`config.mk`:
```
export PLATFORM = sky130hd
export DESIGN_NAME = fetch_unit
export DESIGN_NICKNAME = d
export VERILOG_FILES = /design/src/rtl/fetch_unit.sv
export SDC_FILE = /design/constraint.sdc
export NUM_CORES = 1
export LEC_CHECK = 0
export BUFFER_PORTS_ARGS = -buffer_cell sky130_fd_sc_hd__buf_4
export CAP_MARGIN = 20
export CORE_AREA = 3 3 91 93
export DETAILED_ROUTE_END_ITERATION = 7
export DIE_AREA = 0 0 94 96
export GPL_ROUTABILITY_DRIVEN = 1
export PLACE_DENSITY = 0.66
export SLEW_MARGIN = 25
export SYNTH_ARGS = -nofsm -noshare
export SYNTH_HDL_FRONTEND = slang
export SYNTH_SLANG_ARGS = --single-unit
export TNS_END_PERCENT = 100
```
`constraint.sdc`:
```
create_clock -name clk -period 2.45 [get_ports clk]
set_input_delay 0.49 -clock clk [delete_from_list [all_inputs] [get_ports clk]]
set_output_delay 0.49 -clock clk [all_outputs]
set_load 0.005 [all_outputs]
```
`src/rtl/fetch_unit.sv`:
```
// Instruction fetch unit: requests one instruction word at a time, holds it
// for the controller/datapath, and picks the next address from the
// sequential, branch or jump path on the consume handshake.
// The fetch sequencer has three states: FETCH, HOLD and HALT.
// Optional build macro FETCH_PERF_EN adds the fetch_count and stall_cycles
// saturating performance counters as extra output ports.
module fetch_unit #(
  parameter int          n        = 16,
  parameter logic [n-1:0] RESET_PC = 16'h0000
) (
  input  logic         clk,
  input  logic         reset,
  output logic         imem_req,
  output logic [n-1:0] imem_addr,
  input  logic         imem_ack,
  input  logic [n-1:0] imem_rdata,
  output logic [n-1:0] instr,
  output logic [2:0]   op,
  output logic [2:0]   funct,
  output logic [n-1:0] pc,
  output logic         instr_valid,
  input  logic         instr_ready,
  input  logic         jump,
  input  logic         pcsrc,
`ifdef FETCH_PERF_EN
  output logic [n-1:0] fetch_count,
  output logic [n-1:0] stall_cycles,
`endif
  output logic         halted
);

  typedef enum logic [1:0] {
    FETCH = 2'd0,
    HOLD  = 2'd1,
    HALT  = 2'd2
  } state_t;

  state_t       state;
  logic [n-1:0] pc_next_reg;
  logic [n-1:0] pcplus2;
  logic [n-1:0] branch_off;
  logic [n-1:0] target;
  logic         is_halt;

  // Request and valid are gated by reset so nothing is offered while reset
  // is held, even though the state register already reads FETCH.
  assign imem_req    = (state == FETCH) && !reset;
  assign instr_valid = (state == HOLD) && !reset;
  assign imem_addr   = pc_next_reg;
  assign op          = instr[15:13];
  assign funct       = instr[2:0];
  assign is_halt     = (op == 3'b111) && (funct == 3'b111);

  // Address arithmetic wraps naturally at n bits.
  assign pcplus2    = pc + n'(2);
  assign branch_off = {{(n-8){instr[6]}}, instr[6:0], 1'b0};

  // Next-address select: jump has priority over a taken branch.
  always_comb begin
    // NOTE: default assignment first so every path writes target and no latch is inferred.
    target = pcplus2;
    if (jump) begin
      target = {pcplus2[n-1:13], instr[12:0]};
    end else if (pcsrc) begin
      target = pcplus2 + branch_off;
    end
  end

  // Fetch sequencer: latch the word on ack, release it on the handshake.
  always_ff @(posedge clk) begin
    // NOTE: non-blocking assignments so every register samples pre-edge values.
    if (reset) begin
      state       <= FETCH;
      pc_next_reg <= RESET_PC;
      instr       <= '0;
      pc          <= RESET_PC;
      halted      <= 1'b0;
    end else begin
      case (state)
        FETCH: begin
          if (imem_ack) begin
            instr <= imem_rdata;
            pc    <= pc_next_reg;
            state <= HOLD;
          end
        end
        HOLD: begin
          // jump/pcsrc only matter here, on the consume handshake.
          if (instr_ready) begin
            pc_next_reg <= target;
            if (is_halt) begin
              state  <= HALT;
              halted <= 1'b1;
            end else begin
              state <= FETCH;
            end
          end
        end
        HALT: begin
          state <= HALT;
        end
        default: begin
          state <= FETCH;
        end
      endcase
    end
  end

`ifdef FETCH_PERF_EN
  // Saturating counters: accepted fetches and FETCH cycles spent waiting.
  always_ff @(posedge clk) begin
    if (reset) begin
      fetch_count  <= '0;
      stall_cycles <= '0;
    end else if (state == FETCH) begin
      if (imem_ack) begin
        if (~&fetch_count) fetch_count <= fetch_count + n'(1);
      end else begin
        if (~&stall_cycles) stall_cycles <= stall_cycles + n'(1);
      end
    end
  end
`endif

endmodule

```
==> flow_metrics.tcl, run 1 <==
set metrics [dict create \
    io_buffers 78 \
    critPathCaptureType "register" \
    worstHoldPathCells 2 \
    synth_top_area_share 0.3393 \
    synthAdderAreaFrac 0.08565 \
    yosys.area_share.simple 0.2279 \
    ios 79 \
    vias_per_cell 5.242 \
    overflow 0 \
    r2r-end "imem_addr[15]" \
    status "complete, but fails checks" \
    drcViolationCount 0 \
    arrival_ns 2.82 \
    criticalPathCategory "register to register" \
    synth_top_family_by_area "simple AND/OR/NAND/NOR gates" \
    final_common_cell "buf_4" \
    synth-seq-area-share 0.3393 \
    relSlewSlack 0.6208 \
    crit_fanout 4 \
    worst_hold_path_type "input port to register" \
    synth_ff_type "dfxtp_1" \
    hold_start "instr_ready" \
    synth_xor_area_frac 0.06653 \
    slew_viol_final 0 \
    area_delta_synth_final_pct 47.69 \
    tightest_slew_ns 0.5689 \
    grt_pass1_wl_mm 14.76 \
    cpPeakStageDelay_ns 0.39 \
    async_flop_share 0 \
    muxShareOfSynthArea 0.01705 \
    path_clk_slew_ns 0.10 \
    wl_per_cell_um 15.44 \
    num_vias 3208 \
    die_area_um2 9024 \
    setup.worst_path.end "imem_addr[15]" \
    syn-cell-area_um2 3009 \
    cts_max_level 2 \
    leakagePower_uw 0.001934 \
    hpwl_mm 7.065 \
    r2r-start "pc[1]" \
    drtAntennaViolNets 0 \
    die_x_um 94 \
    fp-row-count 32 \
    first_pass_iters 4 \
    dp_cells 602 \
    grt_use_met3 0.03831 \
    rsz0062_at_grt "yes" \
    grt.met1_usage 0.2696 \
    fp.coreArea_um2 7607 \
    dr.first_iter.drc_count 159 \
    min_period_over_period 1.069 \
    initial_core_util 0.3956 \
    fmax_mhz 381.9 \
    path_delay_family "simple AND/OR/NAND/NOR gates" \
    insertedDiodeCount 0 \
    busiest_layer "met2" \
    worst_path_max_delay_cell "dfxtp_4" \
    final_cell_mix "buf_4, nand2_1, a21oi_1" \
    instances_no_fill 612 \
    grt_antenna_before_repair 0 \
    wirelength_mm 9.452 \
    synthCells 396 \
    place_congestion 0.9096 \
    r2r_setup_slack_ns -0.17 \
    grt_pass1_vias 2993 \
    hold_viol_final 0 \
    critPathLaunchType "register" \
    r2r_cells 13 \
    synth-compound-area-share 0.2091 \
    grtUsageTotal 0.2083 \
    irDropWorstVdd_uv 267.0 \
    setup_tns_ns -0.4506 \
    fin_skew_ns 0.01212 \
    crit_cells 13 \
    cp_num_buf_inv 2 \
    synth_area_leaders "dfxtp_1, nand2_1, a21oi_1, ha_1, xnor2_1" \
    syn_nets 438 \
    yosysWarnings 0 \
    cts_buffers 5 \
    clock_latency_ns 0.31 \
    synth.avg_cell_area_um2 7.599 \
    use_met2 0.3572 \
    yosysTopAreaCell "dfxtp_1" \
    drv_cap 0 \
    grt_max_degree 52 \
    chipHeight_um 96 \
    nFillCells 720 \
    hold_slack_ns 0.3900 \
    fin_crit_ns 2.619 \
    drive_above_1_share 0.3745 \
    power_density_nw_per_um2 394.4 \
    setup_slack_ns -0.1688 \
    utilization 0.5842 \
    fin_nets 551 \
    pre_cts_ws_ns -0.3519 \
    synth-edff-count 0 \
    cts_buffer_depth 2 \
    violations "setup timing" \
    synth_cell_types 48 \
    cp-startpoint "pc[1]" \
    required_ns 2.65 \
    cts_tree "done" \
    ys_ff_latch 51 \
    path_cells "ha_4 > buf_6 > and3_4 > nand3_2 > xnor2_4 > ha_1 > inv_1 > o21bai_1 > a221o_1 > nor3_1 > nand3b_1 > mux2i_1 > nand2_1" \
    cts.sinks 51 \
    cts-root-buf "clkbuf_8" \
    setup-violations-final 5 \
]
-- power breakdown --
group / internal (uW) / total [uW] / leakage, uW / switching (uW)
Combinational: 165 / 336 / 0.00146 / 171
Sequential: 855 / 886 / 0.000420 / 31.3
Clock: 232 / 531 / 0.0000516 / 299
-- worst min-delay path by stage --
stage / endpoint / slack [ns]
floorplan: pc[4] / 0.45
global placement: halted / 0.46
detailed placement: pc[1] / 0.46
CTS: state[0] / 0.39
global route: state[0] / 0.39
finish: state[0] / 0.39
-- synthesized netlist by cell type (2+ instances only) --
cell type  instances
nand2_1           87
a21oi_1           56
dfxtp_1           51
nor2_1            22
ha_1              19
o21ai_0           19
clkbuf_1          13
nor3_1            12
xnor2_1           11
xor2_1            10
inv_1              9
nand3_1            9
a211oi_1           8
buf_4              7
nand4_1            6
buf_1              4
mux2i_1            4
a31oi_1            3
and2_1             3
and3_1             3
nor2b_1            3
o211ai_1           3
o21a_1             3
a211o_1            2
a21boi_0           2
and4_1             2
buf_2              2
nand3b_1           2
nor3b_1            2
-- state kept, by name, summed over array words and instances (netlist names) --
register   flops
imem_addr     16
state          2
halted         1
pc            16
instr         16
-- per-layer routing --
| metal | vias to the layer above | part of all wire | wire [um] |
|---|---|---|---|
| met4 | 0 | 0.012 | 114 |
| met2 | 100 | 0.50 | 4710 |
| met1 | 1492 | 0.43 | 4063 |
| met5 | - | 0 | 0 |
| met3 | 10 | 0.060 | 565 |
| li1 | 1606 | - | - |
-- cell type report --
class,count,area (um2),area share
Multi-Input combinational cell,309,2096,0.4716
Inverter,10,37.54,0.008446
Clock inverter,2,13.76,0.003097
Clock buffer,6,82.58,0.01858
Timing Repair Buffer,132,1049,0.2359
Sequential cell,51,1039,0.2337
Tap cell,102,127.6,0.02872
-- kinds of logic after synthesis --
| kind of cell | count (synthesis) |
|---|---|
| AOI/OAI and AO/OA | 107 |
| DFF | 51 |
| adders and majority gates | 20 |
| xor gates and xnor gates | 22 |
| and+or+nand+nor | 155 |
| muxes | 5 |
| buffers and inverters | 36 |
-- metrics by stage --
stage	area, um2	power, uW
after floorplan	3054	1061
after global placement	4065	1221
after detailed placement	4065	1226
after CTS	4282	1752
after global routing	4444	1836
final	4444	1753
-- repair_timing --
action                     CTS  global route
resized for setup           25            31
buffers inserted             1             1
pin swaps                   11            19
setup endpoints to repair    8            10
hold buffers                 0             0
Note: power is estimated with default switching activity, not from simulation.
==> inputs of run 2 (changes only) <==
Settings changed: CORE_AREA 3 3 91 93 to 3 3 90 92, DIE_AREA 0 0 94 96 to 0 0 93 95, GPL_TIMING_DRIVEN from default to 0, PLACE_DENSITY 0.66 to 0.67.
==> flow_metrics.tcl, run 2 (synthesized netlist as in run 1, its figures left out) <==
set metrics [dict create \
    fin_crit_ns 2.656 \
    ctsHoldBuffers 0 \
    leakagePower_uw 0.001784 \
    vias_per_cell 5.375 \
    grt_pass1_vias 2986 \
    dr.first_iter.drc_count 125 \
    arrival_ns 2.87 \
    drv_cap 0 \
    rsz0062_at_grt "yes" \
    wl_met2_mm 4.686 \
    wl_met3_um 625 \
    violations "setup timing" \
    cts_max_level 2 \
    pre_cts_ws_ns -0.3890 \
    chipHeight_um 95 \
    area_delta_synth_final_pct 42.66 \
    instances_no_fill 595 \
    worstHoldPathCells 2 \
    ios 79 \
    drtAntennaViolNets 0 \
    fin_skew_ns 0.01487 \
    hpwl_mm 7.015 \
    path_clk_slew_ns 0.10 \
    grtUsageTotal 0.2134 \
    setup_slack_ns -0.2063 \
    grt_pass1_wl_mm 14.91 \
    relSlewSlack 0.4566 \
    wirelength_mm 9.563 \
    fin_nets 537 \
    crit_fanout 6 \
    drt-met1-wl_mm 4.176 \
    irDropWorstVdd_uv 338.1 \
    insertedDiodeCount 0 \
    place_congestion 0.8746 \
    die_area_um2 8835 \
    power_density_nw_per_um2 409.0 \
    final_common_cell "buf_4" \
    grt_max_degree 17 \
    fp.coreArea_um2 7292 \
    num_vias 3198 \
    dp_cells 571 \
    drcViolationCount 0 \
    wl_per_cell_um 16.07 \
    cts_tree "done" \
    min_period_over_period 1.084 \
    required_ns 2.66 \
    clock_latency_ns 0.31 \
    tightest_slew_ns 0.8133 \
    hold_slack_ns 0.3837 \
    status "complete, but fails checks" \
    power_uw 1756 \
    fmax_mhz 376.5 \
    slew_viol_final 0 \
    cts.sinks 51 \
    criticalPathCategory "register to register" \
    cts-root-buf "clkbuf_8" \
    r2r_cells 13 \
    highest_layer "met4" \
    io_buffers 76 \
    drive_above_1_share 0.3327 \
    cts_buffers 5 \
    final_cell_mix "buf_4, nand2_1, a21oi_1" \
    grt_antenna_before_repair 0 \
    overflow 0 \
    first_pass_iters 5 \
    hold_viol_final 0 \
    setup-violations-final 6 \
    setup_tns_ns -0.4927 \
    worst_hold_path_type "input port to register" \
    initial_core_util 0.4127 \
    fp-row-count 31 \
    critPathLaunchType "register" \
    die_x_um 93 \
    cts_buffer_depth 2 \
    critPathCaptureType "register" \
]
-- run 2: cell types whose count changed in the layout (fill, tap and decap cells not counted), moves of 3 or more --
cell,change
clkbuf_1,+14
buf_1,+4
dfxtp_4,+6
buf_12,-4
dfxtp_1,-3
ha_1,-3
dfxtp_2,-3
buf_4,-28
ha_4,+4
-- run 2: timing repair --
item | 4_1_cts | 5_1_grt
resized for setup | 48 | 19
endpoints found under the setup margin | 11 | 10
pin swaps | 25 | 12
buffers inserted | 15 | 1
-- run 2: final timing paths --
kind	from	end	slack (ns)
max	pc[4]	imem_addr[15]	-0.21
max reg2reg	pc[4]	imem_addr[15]	-0.21
min reg2reg	imem_addr[10]	pc[10]	0.46
min	instr_ready	state[0]	0.38
-- run 2: per-stage QoR --
| step | instance area [um2] | utilization |
|---|---|---|
| final | 4293 | 0.5887 |
| after global routing | 4293 | 0.5887 |
| after CTS | 4182 | 0.5734 |
| after detailed placement | 3749 | 0.5141 |
| after global placement | 3749 | 0.5141 |
| after floorplan | 3054 | - |
-- run 2: critical path, cell delays in order (launching register included) --
cell and delay (ns):
dfxtp_4 0.36, and4_1 0.20, buf_6 0.13, and3_4 0.20, nand3_2 0.09, xnor2_2 0.25
ha_1 0.29, inv_2 0.07, o21bai_1 0.08, a221o_1 0.35, nor3_2 0.10, nand3b_1 0.17
mux2i_1 0.20, nand2_1 0.06
-- run 2: layout make-up --
| cell class | instances | area (um2) |
|---|---|---|
| tap | 99 | 123.9 |
| inverter | 10 | 37.54 |
| timing repair buffer | 92 | 690.7 |
| buffer | 26 | 130.1 |
| clock buffer | 7 | 97.59 |
| sequential | 51 | 1057 |
| multi-input combinational | 309 | 2148 |
| clock inverter | 1 | 7.507 |
| fill | 713 | 2999 |
-- run 2: power by group --
part | internal, uW | switching [uW]
Clock | 264 | 283
Sequential | 850 | 42.9
Combinational | 151 | 166
Total | 1260 | 491
-- run 2: routing by layer --
layer  track usage  vias to the layer above
li1              -                     1567
met1        0.2786                     1522
met2        0.3659                      100
met3       0.04303                        9
met4       0.04396                        0
met5             0                        -
==> inputs of run 3 (changes only) <==
Settings changed: CORE_AREA 3 3 90 92 to 3 3 86 88, DIE_AREA 0 0 93 95 to 0 0 89 91, PLACE_DENSITY 0.67 to 0.72.
==> flow_metrics.tcl, run 3 (synthesized netlist as in run 1, its figures left out) <==
set metrics [dict create \
    fin_crit_ns 2.723 \
    cts_tree "done" \
    ios 79 \
    drtAntennaViolNets 0 \
    initial_core_util 0.4479 \
    grt_max_degree 19 \
    critPathCaptureType "register" \
    arrival_ns 2.90 \
    irDropWorstVdd_uv 336.3 \
    ctsHoldBuffers 0 \
    drcViolationCount 0 \
    num_vias 3296 \
    setup_slack_ns -0.2735 \
    worst_hold_path_type "input port to register" \
    critPathLaunchType "register" \
    seq_area_um2 1059 \
    nFillCells 575 \
    area_delta_synth_final_pct 45.41 \
    grtUsageTotal 0.2385 \
    rsz0062_at_grt "yes" \
    violations "setup timing" \
    wirelength_mm 9.747 \
    clock_latency_ns 0.31 \
    tightest_slew_ns 0.8215 \
    required_ns 2.63 \
    drv_cap 0 \
    vias_per_cell 5.673 \
    status "complete, but fails checks" \
    cts_max_level 2 \
    wl_per_cell_um 16.78 \
    slew_viol_final 0 \
    criticalPathCategory "register to register" \
    final_cell_mix "buf_4, nand2_1, a21oi_1" \
    fin_skew_ns 0.007238 \
    overflow 0 \
    die_x_um 89 \
    fin_nets 542 \
    multi_input_area_um2 2222 \
    cts_buffer_depth 2 \
    die_area_um2 8099 \
    cts.sinks 51 \
    chipHeight_um 91 \
    place_congestion 0.8399 \
    drive_above_1_share 0.3613 \
    hold_viol_final 0 \
    fp.coreArea_um2 6719 \
    cts_buffers 5 \
    relSlewSlack 0.4512 \
    grt_antenna_before_repair 0 \
    hpwl_mm 6.819 \
    final_common_cell "buf_4" \
    insertedDiodeCount 0 \
    leakagePower_uw 0.001860 \
    first_pass_iters 7 \
    pre_cts_ws_ns -0.3887 \
    path_clk_slew_ns 0.10 \
    min_period_over_period 1.112 \
    fp-row-count 30 \
    setup-violations-final 5 \
    grt_pass1_wl_mm 15.44 \
    io_buffers 76 \
    fmax_mhz 367.2 \
    stdcell_area_um2 4375 \
    place_area_um2 3725 \
    cts-root-buf "clkbuf_8" \
    dr.first_iter.drc_count 259 \
    hold_slack_ns 0.3909 \
    grt_pass1_vias 3166 \
    crit_fanout 6 \
    power_density_nw_per_um2 396.3 \
]
-- run 3: changes by cell type in the layout (fill, tap and decap cells not counted), moves of 2 or more --
cell      change
ha_1          -2
o21ai_1       +2
a21boi_2      +2
a21oi_2       +3
a21boi_1      -2
a21oi_1       -3
xnor2_1       -3
buf_4         +4
o21ai_0       -2
xnor2_2       +4
-- run 3: cell type report --
class / instances / share of cell area
buffer: 26 / 0.02974
clock buffer: 5 / 0.01573
clock inverter: 3 / 0.006005
inverter: 10 / 0.008579
multi-input combinational: 309 / 0.5079
sequential: 51 / 0.2419
tap: 80 / 0.02288
timing repair buffer: 97 / 0.1673
-- run 3: worst max-delay path, stage by stage, from the launching register on --
cell and delay [ns]:
dfxtp_4 0.36, and4_1 0.20, buf_6 0.13, and3_4 0.21, nand2_4 0.07, xnor2_4 0.16, ha_4 0.29, nand2_1 0.06
a21oi_2 0.16, nand4_1 0.19, a21oi_2 0.24, xor2_1 0.11, a222oi_1 0.33, nor2_1 0.07
-- run 3: path summary, 6_finish.rpt --
check	slack, ns	startpoint	end	cells after the start
max	-0.27	pc[5]	imem_addr[14]	13
min	0.39	instr_ready	state[0]	2
max reg2reg	-0.27	pc[5]	imem_addr[14]	13
min reg2reg	0.48	imem_addr[10]	pc[10]	2
-- run 3: through the flow --
step,TNS (ns),util,std cells,power (uW)
after floorplan,-0.02795,-,396,1061
after global placement,-1.535,0.5544,552,1191
after detailed placement,-1.997,0.5544,552,1196
after CTS,-0.5252,0.6121,572,1721
after global routing,-1.464,0.6512,581,1814
final,-0.9367,0.6512,581,1734
-- run 3: where the power goes --
| part | switching [uW] | total, uW | internal, uW | leakage (uW) |
|---|---|---|---|---|
| clock network | 312 | 523 | 211 | 0.0000506 |
| registers | 42.9 | 893 | 850 | 0.000423 |
| logic | 168 | 318 | 150 | 0.00139 |
| total | 522 | 1730 | 1210 | 0.00186 |
-- run 3: layer usage --
metal	GRT usage	share of wire
met5	0	0
met4	0.06328	0.016
met3	0.05354	0.069
met2	0.3960	0.50
met1	0.3085	0.42
-- run 3: what timing repair did --
item                       4_1_cts  5_1_grt
cloned                           0        0
setup endpoints to repair       10       10
gates resized for setup         49       36
setup buffers                   12        9
pin swaps                       19       32
